<file path="src/rtl/bisr_pkg.sv">
// Shared types for the BISR recompute path: dispatch FSM states and index-width helpers.
package bisr_pkg;

    typedef enum logic [1:0] {
        IDLE,
        SCAN,
        ISSUE,
        DONE
    } dispatch_state_t;

    localparam int DEF_ROWS      = 3;
    localparam int DEF_COLS      = 3;
    localparam int DEF_WORD_SIZE = 16;
    localparam int DEF_CELLS     = DEF_ROWS * DEF_COLS;

    // Width of a binary index into n entries, never narrower than one bit.
    function automatic int idx_w(input int n);
        return (n > 1) ? $clog2(n) : 1;
    endfunction

endpackage

</file>
<file path="src/rtl/fault_map_regfile.sv">
// Fault bitmap and shadow PE weights, written by (row, col) and read by row-major cell index.
// Optional FAULT_COUNT_EN adds a registered popcount of the map.
module fault_map_regfile
    import bisr_pkg::*;
#(
    parameter int ROWS      = DEF_ROWS,
    parameter int COLS      = DEF_COLS,
    parameter int WORD_SIZE = DEF_WORD_SIZE
) (
    input  logic                             clk,
    input  logic                             rst,
    input  logic                             fault_we,
    input  logic                             map_clear,
    input  logic                             weight_we,
    input  logic [idx_w(ROWS)-1:0]           wr_row,
    input  logic [idx_w(COLS)-1:0]           wr_col,
    input  logic [WORD_SIZE-1:0]             weight_data,
    input  logic [idx_w(ROWS*COLS)-1:0]      rd_idx,
`ifdef FAULT_COUNT_EN
    output logic [$clog2(ROWS*COLS+1)-1:0]   fault_count,
`endif
    output logic                             rd_fault,
    output logic [WORD_SIZE-1:0]             rd_weight
);

    localparam int CELLS = ROWS * COLS;
    localparam int IDX_W = idx_w(CELLS);

    logic [CELLS-1:0]     fault_q, fault_d;
    logic [WORD_SIZE-1:0] weight_q [CELLS];
    logic [WORD_SIZE-1:0] weight_d [CELLS];
    logic                 wr_ok;
    logic [IDX_W-1:0]     wr_idx;

    always_comb begin
        wr_ok    = (32'(wr_row) < ROWS) && (32'(wr_col) < COLS);
        wr_idx   = IDX_W'(32'(wr_row) * COLS + 32'(wr_col));
        fault_d  = fault_q;
        weight_d = weight_q;
        // Clear beats a same-cycle set so a fresh diagnosis always starts from an empty map.
        if (map_clear) begin
            fault_d = '0;
        end else if (fault_we && wr_ok) begin
            fault_d[wr_idx] = 1'b1;
        end
        if (weight_we && wr_ok) begin
            weight_d[wr_idx] = weight_data;
        end
    end

    always_ff @(posedge clk) begin
        if (rst) begin
            fault_q <= '0;
            for (int i = 0; i < CELLS; i++) begin
                weight_q[i] <= '0;
            end
        end else begin
            fault_q  <= fault_d;
            weight_q <= weight_d;
        end
    end

    assign rd_fault  = fault_q[rd_idx];
    assign rd_weight = weight_q[rd_idx];

`ifdef FAULT_COUNT_EN
    localparam int CNT_W = $clog2(CELLS + 1);

    logic [CNT_W-1:0] fault_count_q, fault_count_d;

    // Counting the next map keeps the count aligned with the bits it describes.
    always_comb begin
        fault_count_d = '0;
        for (int i = 0; i < CELLS; i++) begin
            fault_count_d = fault_count_d + CNT_W'(fault_d[i]);
        end
    end

    always_ff @(posedge clk) begin
        if (rst) begin
            fault_count_q <= '0;
        end else begin
            fault_count_q <= fault_count_d;
        end
    end

    assign fault_count = fault_count_q;
`endif

endmodule

</file>
<file path="src/rtl/recompute_dispatcher.sv">
// Walks the fault map row-major and issues one recompute job per faulty PE over valid/ready.
// Optional FAULT_COUNT_EN exposes fault_count, the popcount of the fault map.
module recompute_dispatcher
    import bisr_pkg::*;
#(
    parameter int ROWS      = DEF_ROWS,
    parameter int COLS      = DEF_COLS,
    parameter int WORD_SIZE = DEF_WORD_SIZE
) (
    input  logic                             clk,
    input  logic                             rst,
    input  logic                             fault_we,
    input  logic [idx_w(ROWS)-1:0]           fault_row,
    input  logic [idx_w(COLS)-1:0]           fault_col,
    input  logic                             map_clear,
    input  logic                             weight_we,
    input  logic [WORD_SIZE-1:0]             weight_data,
    input  logic [ROWS*WORD_SIZE-1:0]        act_in,
    input  logic                             start,
    input  logic                             issue_ready,
    output logic                             issue_valid,
    output logic [ROWS-1:0]                  faultyRowOut,
    output logic [COLS-1:0]                  faultyColOut,
    output logic [WORD_SIZE-1:0]             WeightOut,
    output logic [WORD_SIZE-1:0]             LeftOut,
    output logic                             busy,
`ifdef FAULT_COUNT_EN
    output logic [$clog2(ROWS*COLS+1)-1:0]   fault_count,
`endif
    output logic                             done
);

    localparam int CELLS = ROWS * COLS;
    localparam int IDX_W = idx_w(CELLS);
    localparam int ROW_W = idx_w(ROWS);
    localparam int COL_W = idx_w(COLS);

    dispatch_state_t      state_q, state_d;
    logic [IDX_W-1:0]     idx_q, idx_d;
    logic [WORD_SIZE-1:0] act_q [ROWS];
    logic [WORD_SIZE-1:0] act_d [ROWS];
    logic [ROWS-1:0]      row_oh_q, row_oh_d;
    logic [COLS-1:0]      col_oh_q, col_oh_d;
    logic [WORD_SIZE-1:0] weight_q, weight_d;
    logic [WORD_SIZE-1:0] left_q, left_d;

    logic                 rd_fault;
    logic [WORD_SIZE-1:0] rd_weight;
    logic [ROW_W-1:0]     cur_row;
    logic [COL_W-1:0]     cur_col;
    logic                 last_cell;

    fault_map_regfile #(
        .ROWS      (ROWS),
        .COLS      (COLS),
        .WORD_SIZE (WORD_SIZE)
    ) u_map (
        .clk         (clk),
        .rst         (rst),
        .fault_we    (fault_we),
        .map_clear   (map_clear),
        .weight_we   (weight_we),
        .wr_row      (fault_row),
        .wr_col      (fault_col),
        .weight_data (weight_data),
        .rd_idx      (idx_q),
`ifdef FAULT_COUNT_EN
        .fault_count (fault_count),
`endif
        .rd_fault    (rd_fault),
        .rd_weight   (rd_weight)
    );

    always_comb begin
        state_d   = state_q;
        idx_d     = idx_q;
        act_d     = act_q;
        row_oh_d  = row_oh_q;
        col_oh_d  = col_oh_q;
        weight_d  = weight_q;
        left_d    = left_q;
        cur_row   = ROW_W'(idx_q / IDX_W'(COLS));
        cur_col   = COL_W'(idx_q % IDX_W'(COLS));
        last_cell = (idx_q == IDX_W'(CELLS - 1));

        case (state_q)
            IDLE: begin
                if (start) begin
                    for (int r = 0; r < ROWS; r++) begin
                        act_d[r] = act_in[r*WORD_SIZE +: WORD_SIZE];
                    end
                    idx_d   = '0;
                    state_d = SCAN;
                end
            end
            SCAN: begin
                if (rd_fault) begin
                    for (int r = 0; r < ROWS; r++) begin
                        row_oh_d[r] = (cur_row == ROW_W'(r));
                    end
                    for (int c = 0; c < COLS; c++) begin
                        col_oh_d[c] = (cur_col == COL_W'(c));
                    end
                    weight_d = rd_weight;
                    left_d   = act_q[cur_row];
                    state_d  = ISSUE;
                end else if (last_cell) begin
                    state_d = DONE;
                end else begin
                    idx_d = idx_q + 1'b1;
                end
            end
            ISSUE: begin
                if (issue_ready) begin
                    if (last_cell) begin
                        state_d = DONE;
                    end else begin
                        idx_d   = idx_q + 1'b1;
                        state_d = SCAN;
                    end
                end
            end
            DONE: begin
                state_d = IDLE;
            end
            default: begin
                state_d = IDLE;
            end
        endcase
    end

    always_ff @(posedge clk) begin
        if (rst) begin
            state_q  <= IDLE;
            idx_q    <= '0;
            row_oh_q <= '0;
            col_oh_q <= '0;
            weight_q <= '0;
            left_q   <= '0;
            for (int r = 0; r < ROWS; r++) begin
                act_q[r] <= '0;
            end
        end else begin
            state_q  <= state_d;
            idx_q    <= idx_d;
            row_oh_q <= row_oh_d;
            col_oh_q <= col_oh_d;
            weight_q <= weight_d;
            left_q   <= left_d;
            act_q    <= act_d;
        end
    end

    assign issue_valid  = (state_q == ISSUE);
    assign busy         = (state_q != IDLE);
    assign done         = (state_q == DONE);
    assign faultyRowOut = row_oh_q;
    assign faultyColOut = col_oh_q;
    assign WeightOut    = weight_q;
    assign LeftOut      = left_q;

endmodule

</file>
<file path="config.mk">
export PLATFORM = sky130hd
export DESIGN_NAME = recompute_dispatcher
export DESIGN_NICKNAME = d
export VERILOG_FILES = /design/src/rtl/bisr_pkg.sv /design/src/rtl/fault_map_regfile.sv /design/src/rtl/recompute_dispatcher.sv
export SDC_FILE = /design/constraint.sdc
export NUM_CORES = 1
export LEC_CHECK = 0
export CORE_ASPECT_RATIO = 1.5
export CORE_UTILIZATION = 57
export DETAILED_ROUTE_END_ITERATION = 12
export GPL_TIMING_DRIVEN = 1
export PLACE_DENSITY = 0.8
export RECOVER_POWER = 25
export SETUP_SLACK_MARGIN = 0.5
export SYNTH_ARGS = -nofsm -noshare
export SYNTH_HDL_FRONTEND = slang
export SYNTH_SLANG_ARGS = --single-unit
export TNS_END_PERCENT = 20
</file>
<file path="constraint.sdc">
create_clock -name clk -period 4.6 [get_ports clk]
set_input_delay 1.15 -clock clk [delete_from_list [all_inputs] [get_ports clk]]
set_output_delay 1.15 -clock clk [all_outputs]
set_load 0.01 [all_outputs]
</file>
Yosys cells after proc, flatten, opt, wreduce, memory -nomap -nowiden

Index checks and enable logic that the tools add are counted.

Register bits after elaboration: 245
Input bits: 75
Output and inout bits: 41
Word-level logic and storage cells: 88

$add $sub $neg: 2
Multiply operators: 1
Divide/modulo/power cells: 2
Order comparisons: 9
Equal/unequal tests: 12
Multiplexer cells: 24
Bitwise logic cells: 4
Reduce and logical (&&, ||, !) cells: 15

Operators with widths:

| cell                | number |
|---|---|
| $bwmux 144          | 1 |
| $mux 16             | 5 |
| $bmux 16 s4         | 1 |
| $demux 16 s4        | 1 |
| $bmux 16 s2         | 1 |
| $mux 4              | 4 |
| $pmux 4 s3          | 1 |
| $ge 5x5->1 const B  | 2 |
| $lt 4x5->1 const B  | 2 |
| $mux 2              | 5 |
| $not 4->5           | 2 |
| $or 9x9->9          | 1 |
| $eq 2x2->1 const B  | 4 |
| $pmux 2 s4          | 1 |
| $eq 2x1->1 const B  | 3 |
| $logic_not 2->1     | 3 |
| $ne 2x2->1 const B  | 3 |
| $logic_and 1x1->1   | 5 |
| $lt 5x1->1 const B  | 1 |
| $add 4x1->4 const B | 1 |
| $add 4x2->4         | 1 |
| $bmux 1 s4          | 1 |
| $demux 1 s4         | 1 |
| $div 4x2->4 const B | 1 |
| 15 further kinds    | 18 |

Longest topological paths before layout

Word-level depth: 8
Mapped depth: 15
Depth with buffers taken out: 14

Hierarchy

From an unflattened synthesis, not the netlist that was laid out.

Cells, all modules: 1,191
Area total of the unflattened synthesis: 11,333.4 sq um

By module, submodules not included:

| module               | instances | cells an instance | area an instance (sq um) | sequential area each (sq um) |
|---|---|---|---|---|
| fault_map_regfile    | 1         | 712               | 7,447.1                  | 3,062.9 |
| recompute_dispatcher | 1         | 479               | 3,886.2                  | 1,841.8 |

Worst setup path after synthesis

No wires, ideal clock.

Path type: input port to flip-flop
Start: in fault_row[0]
End: reg u_map.weight_q[10] (netlist name)
Setup time: 0.128 ns
Arrival time: 3.504 ns
Required time: 4.472 ns
Path slack: 0.969 ns
Stages on the path: 8
Path buffers: 1
Cell sequence: fa_1 -> ha_1 -> fa_1 -> nor4b_1 -> nand3_1 -> buf_2 -> mux2i_1 -> nor2_1

Longest elaborated chain between the ends: 8
Elaborated cells on any way between the ends: 12
Those cells by class: add/sub (1); mul (1); order compare (3); mux (3); bitwise (1); reduce/logical (3)

RTL lines:

| item                                                           | line                       | text |
|---|---|---|
| from (decl)                                                    | recompute_dispatcher.sv:13 | `input logic [idx_w(ROWS)-1:0] fault_row,` |
| $mul 2x2->4                                                    | fault_map_regfile.sv:37    | `wr_idx = IDX_W'(32'(wr_row) * COLS + 32'(wr_col));` |
| $add 4x2->4                                                    | fault_map_regfile.sv:37    |  |
| $not 4->5 (implied by the code)                                | fault_map_regfile.sv:47    | `weight_d[wr_idx] = weight_data;` |
| $ge 5x5->1 (implied by the code) or $lt 5x1->1 (tied branches) | fault_map_regfile.sv:47    |  |
| $logic_and 1x1->1 (implied by the code)                        | fault_map_regfile.sv:47    |  |
| $mux 16 (implied by the code)                                  | fault_map_regfile.sv:47    |  |
| $demux 16 s4                                                   | fault_map_regfile.sv:47    |  |
| $bwmux 144                                                     | fault_map_regfile.sv:47    |  |
| to (signal assigned)                                           | fault_map_regfile.sv:59    | `weight_q <= weight_d;` |
| to (decl)                                                      | fault_map_regfile.sv:30    | `logic [WORD_SIZE-1:0] weight_q [CELLS];` |

Parallel ways exist; a longest one is shown, timed or not.
A chain may end at the register's enable or synchronous reset.

Worst setup path in the final report

Start: in start
End: reg act_q[21] (netlist name)

Longest elaborated chain between the ends: 1

RTL lines:

| item                              | line                        | text |
|---|---|---|
| from (decl)                       | recompute_dispatcher.sv:19  | `input logic start,` |
| $reduce_and 2->1 (no source line) | -                           |  |
| to (signal assigned)              | recompute_dispatcher.sv:150 | `act_q <= act_d;` |
| to (decl)                         | recompute_dispatcher.sv:40  | `logic [WORD_SIZE-1:0] act_q [ROWS];` |

Every way passes these cells.

==> metrics.csv <==
metric,value,unit
period utilization,85.10,%
1st-pass router iterations,6,
number of global-route vias before repair,8930,
Overall Power,0.005416,W
post-CTS setup buffers,0,
Max-slew headroom,-101.0,%
YS warnings,0,
# Max-Cap Violations,1,
Worst R2R Start,state_q[0],
crit path launch type,input pin,
crit path capture type,register,
setup tns final,0,ns
Crit-path slowest cell,nor2_1,
placed cells,1507,
Starting Density,57.83,%
"commonest non-fill, non-tap cell in the layout",dfxtp_1,
DRC errors left,0,
I/O pin count,116,
Worst Path Buf+Inv,2,
Total Wirelength,27310,um
"FFs w/ async S/R, synth",0,%
GR Util All Layers,28.06,%
IO buf count,115,
skew final,0.01003,ns
final setup fails,0,
Top Family by Delay on Critical Path,simple AND/OR/NAND/NOR gates,
Peak VDD IR,0.2486,mV
"Avg Cell Area, Syn",8.677,um^2
cell count after synthesis,1231,
hold path endpoint,faultyRowOut[0],
Post-Syn Nets,1322,
# fillers,1457,
final instance count without filler cells,1549,
Core Area,0.01847,mm^2
register area share after synthesis,45.92,%
Hold Crit Class,register to register,
wire length per cell,17.63,um
Crit Path Max Fanout,48,
worst r2r dst,act_q[21],
FMAX,0.2554,GHz
clk slew on worst S/H paths,0.07,ns
Least-Margin Pin Slew,3.005,ns
crit path kind,input pin to register,
fin nets,1371,
"Arr. time, crit path",4.36,ns
CTS resizes,0,
Core Rows,61,
most frequent cells in the layout,"dfxtp_1 (243), nand2_1 (223), a21oi_1 (164), nor2_1 (110), nand3_1 (100)",
Finished Core Util,68.61,%
hold buffer count at cts,0,
Power Density,427.4,mW/mm^2
max-slew violation count,49,
status,"complete, but fails checks",
cells on worst reg2reg path,6,
vias per std cell,6.017,
post-DP HPWL,17410,um
post-layout minimum cycle time,3.915,ns
CTS Buf Count,23,
CTS tree,built,
routability cong.,0.8267,
Register Area,0.004907,mm^2
largest net degree at the start of global routing,110,
Root Buffer,clkbuf_16,
CTS Buffer Depth,3,
Hold Crit Start,faultyRowOut[0],
Slowest Stage Delay on Critical Path,2.17,ns
via count,9321,
grt total ovfl,0,
Worst R2R Setup Slack,1.08,ns
Synth Cell Area,0.01068,mm^2
number of synthesized flops with an enable pin,0,
cell leakage power,4.821,nW
Crit. path cell count,5,
worst-skew pair later-pin latency,0.51,ns
count of final hold-check violations,0,
RSZ-0062 raised after global routing,no,
width of the die,113.8,um
critical path required time,5.04,ns
fin worst setup slack,0.6853,ns
multi-input logic area,0.005196,mm^2
"FF+latch count, synth",245,
global-route wire length before repair,44010,um
violations in the final reports,"max-capacitance violations, max-slew violations",
initial antenna violation count,0,
Synth cell types,59,
Post-Place Setup Slack,0.2930,ns
Main synth FF type,dfxtp_1,
Hold Path Cell Cnt,2,
clock sinks,245,
Diodes inserted,0,
Die Footprint,0.01930,mm^2
layout overhead on the synthesized area,18.64,%
critical-path cell list,clkdlybuf4s50_1 -> inv_1 -> nor2_1 -> nand2_1 -> a21oi_1,
die height,169.7,um
Antenna Violating Nets Remaining,0,
depth of the CTS H-tree,1,
DRT iter0 DRCs,1056,
layout cells sized above 1,9.175,%
==> cells by family after synthesis <==
family,after synthesis,synth area share (%)
XOR/XNOR,1,0.08201
flip-flops,245,45.92
multiplexers,95,11.53
AND/OR/NAND/NOR,481,19.39
AO/OA/AOI/OAI,260,15.45
adder cells (fa/ha/maj),16,2.015
buffers and inverters,133,5.623
==> metal layers <==
layer	GRT usage [%]	vias up	routed length, um
met5	0	-	0
met4	10.56	0	752
met3	3.750	60	1830
met2	50.53	381	13780
met1	33.78	4477	10950
li1	-	4403	-
==> area by class of cell <==
class	instances	area share, %
clock buffer	34	5.342
clock inverter	8	1.165
inverter	17	0.5036
multi-input combinational	853	41.00
sequential	245	38.72
tap	252	2.488
timing repair buffer	140	10.77
==> metrics by stage <==
stage,instance area (um^2),hold WS (ns)
after detailed placement,11860,0.4437
after global placement,11860,0.4383
after CTS,12680,0.4521
after global routing,12670,0.4750
final,12670,0.4523
after floorplan,10680,0.4315
==> state kept, by name, summed over array words and instances (netlist names) <==
name and cells:
faultyColOut 3, faultyRowOut 3, act_q 48, state_q 2, u_map.weight_q 144, u_map.fault_q 9, idx_q 4, LeftOut 16
WeightOut 16
==> where the power goes <==
part / total, W / switching, W / leakage [nW] / internal, W
clock: 0.00206 / 0.000816 / 0.406 / 0.00125
sequential: 0.00232 / 0.0000748 / 1.98 / 0.00225
combinational: 0.00103 / 0.000634 / 2.43 / 0.000399
total: 0.00542 / 0.00152 / 4.82 / 0.00389
==> cells in the mapped netlist (2+ instances only) <==
cell | count | area share [%]
mux2_2 | 11 | 1.2
nand3_2 | 2 | 0.19
nand3_1 | 100 | 4.7
a222oi_1 | 16 | 1.5
o22ai_1 | 11 | 0.64
buf_1 | 3 | 0.11
nand2_1 | 223 | 7.8
o221a_2 | 2 | 0.21
ha_1 | 14 | 1.6
or3_1 | 2 | 0.12
a31oi_1 | 6 | 0.35
dfxtp_1 | 245 | 46
a311oi_1 | 3 | 0.25
inv_1 | 14 | 0.49
a211oi_1 | 23 | 1.6
o31ai_1 | 2 | 0.14
a2bb2oi_1 | 11 | 0.90
buf_2 | 24 | 1.1
a22oi_1 | 11 | 0.77
nor2b_1 | 4 | 0.23
buf_6 | 5 | 0.53
nor2_1 | 111 | 3.9
or2_2 | 2 | 0.12
fa_1 | 2 | 0.37
and3_1 | 3 | 0.18
clkbuf_1 | 77 | 2.7
buf_4 | 6 | 0.42
a21oi_1 | 164 | 7.7
nor3_1 | 22 | 1.0
mux2i_1 | 63 | 5.9
mux4_2 | 20 | 4.2
inv_2 | 2 | 0.070
==> how the worst max path moves through the flow <==
| stage | start | end | slack [ns] |
|---|---|---|---|
| after floorplan | fault_row[0] | u_map.weight_q[10] | 0.97 |
| after global placement | fault_row[1] | u_map.weight_q[90] | 0.40 |
| after detailed placement | fault_row[1] | u_map.weight_q[91] | 0.29 |
| after CTS | fault_row[1] | u_map.weight_q[91] | 0.78 |
| after global routing | start | act_q[13] | 0.31 |
| final | start | act_q[21] | 0.69 |
==> worst reg2reg max path, stage by stage (launching register included) <==
cell	delay, ns
dfxtp_1	0.34
inv_1	0.16
ha_1	0.22
inv_1	0.06
nor2_1	2.17
nand2_1	0.27
a21oi_1	0.23
Power figures use the tool's default switching activity.
